`config.mk`:
```
export PLATFORM = sky130hd
export DESIGN_NAME = encoder_dram_rreq_fsm
export DESIGN_NICKNAME = d
export VERILOG_FILES = /design/src/rtl/encoder_dram_pkg.sv /design/src/rtl/encoder_sat_updown_counter.sv /design/src/rtl/encoder_dram_rreq_fsm.sv
export SDC_FILE = /design/constraint.sdc
export NUM_CORES = 1
export LEC_CHECK = 0
export ABC_AREA = 1
export CORE_MARGIN = 5
export CORE_UTILIZATION = 60
export DETAILED_ROUTE_END_ITERATION = 16
export GPL_TIMING_DRIVEN = 0
export PLACE_DENSITY = 0.87
export SYNTH_ARGS = -nofsm -noshare
export SYNTH_HDL_FRONTEND = slang
export SYNTH_HIERARCHICAL = 1
export SYNTH_SLANG_ARGS = --single-unit
```
`constraint.sdc`:
```
create_clock -name axi_clk -period 6.15 [get_ports axi_clk]
set_clock_uncertainty 0.05 [all_clocks]
set_input_delay 0.9225 -clock axi_clk [delete_from_list [all_inputs] [get_ports axi_clk]]
set_output_delay 0.9225 -clock axi_clk [all_outputs]
set_load 0.05 [all_outputs]
```
`src/rtl/encoder_dram_pkg.sv`:
```
// Shared definitions for the encoder DRAM read path: request FSM states,
// AXI burst encoding and burst size arithmetic.
package encoder_dram_pkg;

    typedef enum logic [1:0] {
        RREQ_IDLE     = 2'd0,
        REQ_FIRST_MSG = 2'd1,
        REQ_MSG       = 2'd2,
        REQ_CIMG      = 2'd3
    } rreq_state_e;

    localparam logic [1:0] AXI_BURST_INCR = 2'b01;

    function automatic int unsigned burst_bytes(input int unsigned rburst_len,
                                                input int unsigned bytes_per_beat);
        return rburst_len * bytes_per_beat;
    endfunction

endpackage

```
`src/rtl/encoder_sat_updown_counter.sv`:
```
// Up/down counter that saturates at MAX_VAL and never decrements below zero;
// simultaneous inc and dec cancel.
module encoder_sat_updown_counter #(
    parameter int unsigned WIDTH   = 4,
    parameter int unsigned MAX_VAL = 15
) (
    input  logic             axi_clk,
    input  logic             axi_resetn,
    input  logic             inc,
    input  logic             dec,
    output logic [WIDTH-1:0] count
);

    localparam logic [WIDTH-1:0] MAX_C = WIDTH'(MAX_VAL);

    logic [WIDTH-1:0] count_r;
    logic [WIDTH-1:0] count_s;

    // Next count with saturation at both ends
    always_comb begin
        count_s = count_r;
        if (inc && !dec) begin
            if (count_r != MAX_C) count_s = count_r + WIDTH'(1);
            else                  count_s = count_r;
        end else if (dec && !inc) begin
            if (count_r != '0) count_s = count_r - WIDTH'(1);
            else               count_s = count_r;
        end else begin
            count_s = count_r;
        end
    end

    // Count register
    always_ff @(posedge axi_clk or negedge axi_resetn) begin
        if (!axi_resetn) count_r <= '0;
        else             count_r <= count_s;
    end

    assign count = count_r;

endmodule

```
`src/rtl/encoder_dram_rreq_fsm.sv`:
```
// AXI4 AR request generator for the encoder: per frame two message bursts,
// then groups of cover-image bursts separated by single message bursts.
module encoder_dram_rreq_fsm
    import encoder_dram_pkg::*;
#(
    parameter int unsigned IMG_RBURST_LEN              = 128,
    parameter int unsigned NUM_RREQS_PER_CIMG          = 7200,
    parameter int unsigned NUM_CIMG_RREQS_PER_MSG_RREQ = 512,
    parameter int unsigned ADDR_WIDTH                  = 32,
    parameter int unsigned BYTES_PER_BEAT              = 16,
    parameter int unsigned MAX_OUTSTANDING             = 4
) (
    input  logic                  axi_clk,
    input  logic                  axi_resetn,
    input  logic                  begin_encoding,
    input  logic [ADDR_WIDTH-1:0] msg_base_addr,
    input  logic [ADDR_WIDTH-1:0] cimg_base_addr,
    input  logic                  rburst_done,
    output logic [ADDR_WIDTH-1:0] araddr,
    output logic [7:0]            arlen,
    output logic [2:0]            arsize,
    output logic [1:0]            arburst,
    output logic                  arvalid,
    input  logic                  arready,
    output logic                  busy,
    output logic                  finished_requesting_frame
);

    localparam int unsigned TOTAL_W  = $clog2(NUM_RREQS_PER_CIMG + 1);
    localparam int unsigned CONSEC_W = $clog2(NUM_CIMG_RREQS_PER_MSG_RREQ + 1);
    localparam int unsigned OUT_W    = $clog2(MAX_OUTSTANDING + 1);

    localparam logic [ADDR_WIDTH-1:0] BURST_BYTES =
        ADDR_WIDTH'(burst_bytes(IMG_RBURST_LEN, BYTES_PER_BEAT));
    localparam logic [TOTAL_W-1:0]  TOTAL_LAST  = TOTAL_W'(NUM_RREQS_PER_CIMG);
    localparam logic [CONSEC_W-1:0] CONSEC_LAST = CONSEC_W'(NUM_CIMG_RREQS_PER_MSG_RREQ);
    localparam logic [OUT_W-1:0]    OUT_MAX     = OUT_W'(MAX_OUTSTANDING);

    rreq_state_e           state_r, state_s;
    logic [ADDR_WIDTH-1:0] msg_addr_r, msg_addr_s;
    logic [ADDR_WIDTH-1:0] cimg_addr_r, cimg_addr_s;
    logic [TOTAL_W-1:0]    total_cnt_r, total_cnt_s;
    logic [CONSEC_W-1:0]   consec_cnt_r, consec_cnt_s;
    logic [ADDR_WIDTH-1:0] araddr_r, araddr_s;
    logic                  arvalid_r, arvalid_s;
    logic                  finished_r, finished_s;
    logic                  busy_r;
    logic                  frame_start_s;
    logic                  hs_s;
    logic [3:0]            pending_r;
    logic [OUT_W-1:0]      out_r, out_after_s;

    assign hs_s = arvalid_r && arready;

    encoder_sat_updown_counter #(.WIDTH(4), .MAX_VAL(15)) u_pending_cnt (
        .axi_clk    (axi_clk),
        .axi_resetn (axi_resetn),
        .inc        (begin_encoding),
        .dec        (frame_start_s),
        .count      (pending_r)
    );

    encoder_sat_updown_counter #(.WIDTH(OUT_W), .MAX_VAL(MAX_OUTSTANDING)) u_outstanding_cnt (
        .axi_clk    (axi_clk),
        .axi_resetn (axi_resetn),
        .inc        (hs_s),
        .dec        (rburst_done),
        .count      (out_r)
    );

    // Outstanding count as it will stand after this cycle's update
    always_comb begin
        out_after_s = out_r;
        if (hs_s && !rburst_done)                      out_after_s = out_r + OUT_W'(1);
        else if (!hs_s && rburst_done && out_r != '0)  out_after_s = out_r - OUT_W'(1);
        else                                           out_after_s = out_r;
    end

    // Request sequencing: state, address pointers and burst counters
    always_comb begin
        state_s       = state_r;
        msg_addr_s    = msg_addr_r;
        cimg_addr_s   = cimg_addr_r;
        total_cnt_s   = total_cnt_r;
        consec_cnt_s  = consec_cnt_r;
        finished_s    = 1'b0;
        frame_start_s = 1'b0;
        case (state_r)
            RREQ_IDLE: begin
                if (pending_r != 4'd0) begin
                    frame_start_s = 1'b1;
                    msg_addr_s    = msg_base_addr;
                    cimg_addr_s   = cimg_base_addr;
                    state_s       = REQ_FIRST_MSG;
                end else begin
                    state_s = RREQ_IDLE;
                end
            end
            REQ_FIRST_MSG: begin
                if (hs_s) begin
                    msg_addr_s = msg_addr_r + BURST_BYTES;
                    state_s    = REQ_MSG;
                end else begin
                    state_s = REQ_FIRST_MSG;
                end
            end
            REQ_MSG: begin
                if (hs_s) begin
                    msg_addr_s   = msg_addr_r + BURST_BYTES;
                    consec_cnt_s = CONSEC_W'(1);
                    state_s      = REQ_CIMG;
                end else begin
                    state_s = REQ_MSG;
                end
            end
            REQ_CIMG: begin
                if (hs_s) begin
                    cimg_addr_s = cimg_addr_r + BURST_BYTES;
                    if (total_cnt_r + TOTAL_W'(1) == TOTAL_LAST) begin
                        total_cnt_s  = '0;
                        consec_cnt_s = '0;
                        finished_s   = 1'b1;
                        state_s      = RREQ_IDLE;
                    end else if (consec_cnt_r == CONSEC_LAST) begin
                        total_cnt_s = total_cnt_r + TOTAL_W'(1);
                        state_s     = REQ_MSG;
                    end else begin
                        total_cnt_s  = total_cnt_r + TOTAL_W'(1);
                        consec_cnt_s = consec_cnt_r + CONSEC_W'(1);
                    end
                end else begin
                    state_s = REQ_CIMG;
                end
            end
            default: state_s = RREQ_IDLE;
        endcase
    end

    // AR channel: hold a presented request until accepted, else present the next one if credit allows
    always_comb begin
        arvalid_s = 1'b0;
        araddr_s  = araddr_r;
        if (arvalid_r && !arready) begin
            arvalid_s = 1'b1;
            araddr_s  = araddr_r;
        end else begin
            arvalid_s = (state_s != RREQ_IDLE) && (out_after_s < OUT_MAX);
            case (state_s)
                REQ_FIRST_MSG, REQ_MSG: araddr_s = msg_addr_s;
                REQ_CIMG:               araddr_s = cimg_addr_s;
                default:                araddr_s = araddr_r;
            endcase
        end
    end

    // State and datapath registers
    always_ff @(posedge axi_clk or negedge axi_resetn) begin
        if (!axi_resetn) begin
            state_r      <= RREQ_IDLE;
            msg_addr_r   <= '0;
            cimg_addr_r  <= '0;
            total_cnt_r  <= '0;
            consec_cnt_r <= '0;
            araddr_r     <= '0;
            arvalid_r    <= 1'b0;
            finished_r   <= 1'b0;
            busy_r       <= 1'b0;
        end else begin
            state_r      <= state_s;
            msg_addr_r   <= msg_addr_s;
            cimg_addr_r  <= cimg_addr_s;
            total_cnt_r  <= total_cnt_s;
            consec_cnt_r <= consec_cnt_s;
            araddr_r     <= araddr_s;
            arvalid_r    <= arvalid_s;
            finished_r   <= finished_s;
            busy_r       <= (state_s != RREQ_IDLE);
        end
    end

    assign araddr                    = araddr_r;
    assign arvalid                   = arvalid_r;
    assign busy                      = busy_r;
    assign finished_requesting_frame = finished_r;
    assign arlen                     = 8'(IMG_RBURST_LEN - 1);
    assign arsize                    = 3'($clog2(BYTES_PER_BEAT));
    assign arburst                   = AXI_BURST_INCR;

endmodule

```
==> results.tsv <==
stage	metric	value	unit
cells_and_area	final_util	75.3	%
global_routing	globalRoute.totalOverflow	0	
clock_network	cts_tree	done	
global_routing	antenna_found_initial	0	
place	port_buffers	103	
detailed_routing	wl_per_cell	17.2	um
clock_network	clkSinkCount	131	
run	drv_cap	0	
detailed_routing	vias	8265	
floorplan	io_pins	117	
clock_network	postCtsHoldBufs	0	
clock_network	ctsResizeCount	0	
setup_path	cpPeakStageDelay	0.52	ns
detailed_routing	routed_wl	24.2	mm
min_path	hold_class	in2async	
timing	rsz0062_at_grt	no	
power	p_leak	0.00468	uW
detailed_routing	ant_nets	0	
clock_network	clk_pin_slew	0.06	ns
cells_and_area	multi_input_area	4070	um^2
timing	min_period	3.26	ns
power	p_per_area	597	nW/um^2
clock_network	clk-insertion-delay-late	0.43	ns
global_routing	grtUsageMet1	40.5	%
cells_and_area	drive_gt1_share	8.47	%
clock_network	cts-root-buf	clkbuf_16	
floorplan	initial_core_util	60.8	%
global_routing	grt.total_usage	30.7	%
logic_synthesis	syn_area	8020	um^2
setup_path	required	6.47	ns
floorplan	die-width	126	um
logic_synthesis	yosys_register_bits	131	
detailed_routing	drcViolationCount	0	
setup_path	path_max_fanout	10	
detailed_routing	drt-pass1-iter-count	9	
global_routing	top_usage_layer	met2	
cells_and_area	nFillCells	996	
place	placed_area	9350	um^2
setup_path	critPathCaptureType	flip-flop	
global_routing	grt_max_degree	70	
timing	layout_setup_ws	2.89	ns
clock_network	clock_path_buffers	2	
logic_synthesis	synth-main-ff-cell	dfrtp_1	
setup_path	crit_path_cell_trace	clkdlybuf4s50_1 -> nand2_2 -> clkinv_1 -> nor2_1 -> a211oi_1 -> nand2_2 -> clkbuf_1 -> nand4_1 -> nand2_1 -> nand2_1 -> nand2_1	
setup_path	critPathArrivalTime	3.59	ns
cells_and_area	stdcell_area	9940	um^2
clock_network	htreeDepth	4	
setup_path	path_buf_inv	3	
logic_synthesis	ys_warn_count	6	
timing	hold_viol	0	
logic_synthesis	synthCells	1081	
logic_synthesis	synth_edf_count	0	
timing	max_slew_margin	39.2	%
timing	max_freq	0.306	GHz
setup_path	cpMostUsedCell	nand2_1	
cells_and_area	area.sequential	3280	um^2
setup_path	cp_slowest_cell	clkdlybuf4s50_1	
timing	slew_violations	0	
cells_and_area	nNetsFinal	1300	
timing	setup_viol	0	
floorplan	core_area	13200	um^2
global_routing	use_met3	10.2	%
setup_path	path_delay_family	simple AND/OR/NAND/NOR gates	
logic_synthesis	syn_avg_cell_area	7.42	um^2
setup_path	start_kind	input pin	
floorplan	rows	42	
outcome	status	finished, final reports clean	
place	place_congestion	0.962	
floorplan	die_height	126	um
logic_synthesis	yosysUniqueCellTypes	49	
clock_network	cts_buffers	17	
timing	tightestPinTransition	0.909	ns
global_routing	first_global_vias	7812	
detailed_routing	via_per_inst	5.89	
timing	finalCritPeriodShare	53.1	%
setup_path	path_class	in2reg	
power	peakVddDrop	458	uV
place	hpwl	17.2	mm
timing	timing.hold.ws	0.417	ns
cells_and_area	diodes	0	
cells_and_area	area_growth_syn_to_layout	23.8	%
logic_synthesis	synthArstFlopShare	100	%
detailed_routing	drt-initial-drc-count	1095	
logic_synthesis	seq_area_frac_synth	40.9	%
clock_network	post-cts-setup-buffers	0	
global_routing	use_met2	46.6	%
floorplan	dieArea	15800	um^2
global_routing	grt_pass1_wl	38.9	mm
place	place_ws	2.62	ns
timing	setup_tns	0	ns
## per-stage QoR
stage                     std cells  total power [uW]
after global placement         1371              4700
after detailed placement       1372              4800
after CTS                      1404              5860
after floorplan                1092              3830
final                          1404              5940
after global routing           1404              6340
## Yosys cell counts (all sizes together) (10+ instances only)
master / instances / area, um^2
nand2: 353 / 1390
dfrtp: 131 / 3280
inv: 102 / 383
nor2: 87 / 344
nand3: 73 / 403
nand4: 52 / 325
a21oi: 45 / 236
o21ai: 42 / 221
buf: 30 / 213
clkbuf: 30 / 113
nor3: 20 / 100
ha: 14 / 175
a22o: 12 / 105
a221oi: 10 / 87.6
a32o: 10 / 100
## sequential cells by signal (all words and copies together), names as in the netlist
name                       flops
araddr                        32
cimg_addr_r                   32
msg_addr_r                    32
total_cnt_r                   13
consec_cnt_r                  10
u_pending_cnt/count            4
u_outstanding_cnt/count        3
state_r                        2
arvalid                        1
busy                           1
finished_requesting_frame      1
## metal layers
metal	wire, um	vias up
met4	858	2
met1	9600	3825
met5	51	-
li1	-	3882
met3	2780	80
met2	10900	476
## power by group
group / switching (uW) / internal (uW) / leakage, uW
clock network: 412 / 611 / 0.000291
logic: 2280 / 1060 / 0.00272
registers: 325 / 1250 / 0.00166
total: 3020 / 2920 / 0.00468
## cells by family (layout without fill, tap and decap cells)
logic type / after synthesis / in the layout / synth area share (%)
compound gates: 164 / 164 / 13.6
simple gates: 594 / 594 / 32.8
flops: 131 / 131 / 40.9
xor+xnor: 9 / 9 / 0.982
other cells: 2 / 13 / 0.0936
fa+ha+maj: 16 / 16 / 2.68
buf+inv: 165 / 301 / 8.97
## final timing paths
| kind | startpoint | end | slack, ns | cells past startpoint |
|---|---|---|---|---|
| max in group asynchronous | axi_resetn | msg_addr_r[21] | 4.89 | 2 |
| max | arready | araddr[23] | 2.89 | 11 |
| min reg2reg | araddr[21] | araddr[21] | 0.43 | 2 |
| min | axi_resetn | u_pending_cnt/count[2] | 0.42 | 1 |
| min in group axi_clk | araddr[21] | araddr[21] | 0.43 | 2 |
| max reg2reg | state_r[0] | araddr[16] | 3.02 | 11 |
## placed cells by master (no fill, tap or decap), drive strengths merged, types with 2 or more instances in the layout
cell type and n:
inv 105, nor3 20, a22o 12, xor2 8
a32oi 4, o221ai 7, a211oi 5, nor2 87
a22oi 9, a21oi 45, clkdlybuf4s50 102, a31oi 7
o21ai 42, nand3 73, nand2 353, ha 14
a32o 10, o211ai 4, dfrtp 131, bufinv 2
conb 13, clkinv 11, clkbuf 48, a221oi 10
nand3b 7, o31ai 2, fa 2, buf 32
nand4 52, o21bai 3
## worst reg2reg max path, cell delays in order (launching register included)
cell and delay, ns:
dfrtp_1 0.37, inv_1 0.08, ha_1 0.28, clkbuf_1 0.27, nor2_1 0.78, clkbuf_1 0.50
nand2_1 0.15, o211ai_1 0.19, nand4_1 0.16, nand2_1 0.11, nand2_1 0.06, nand2_1 0.06
## layout make-up
cell class | count | share of cell area, %
sequential | 131 | 33.0
buffer | 60 | 3.27
inverter | 105 | 3.97
clock inverter | 14 | 1.54
clock buffer | 18 | 4.42
timing repair buffer | 104 | 10.7
tap | 176 | 2.22
multi-input combinational | 796 | 40.9
Power figures use the tool's default switching activity.
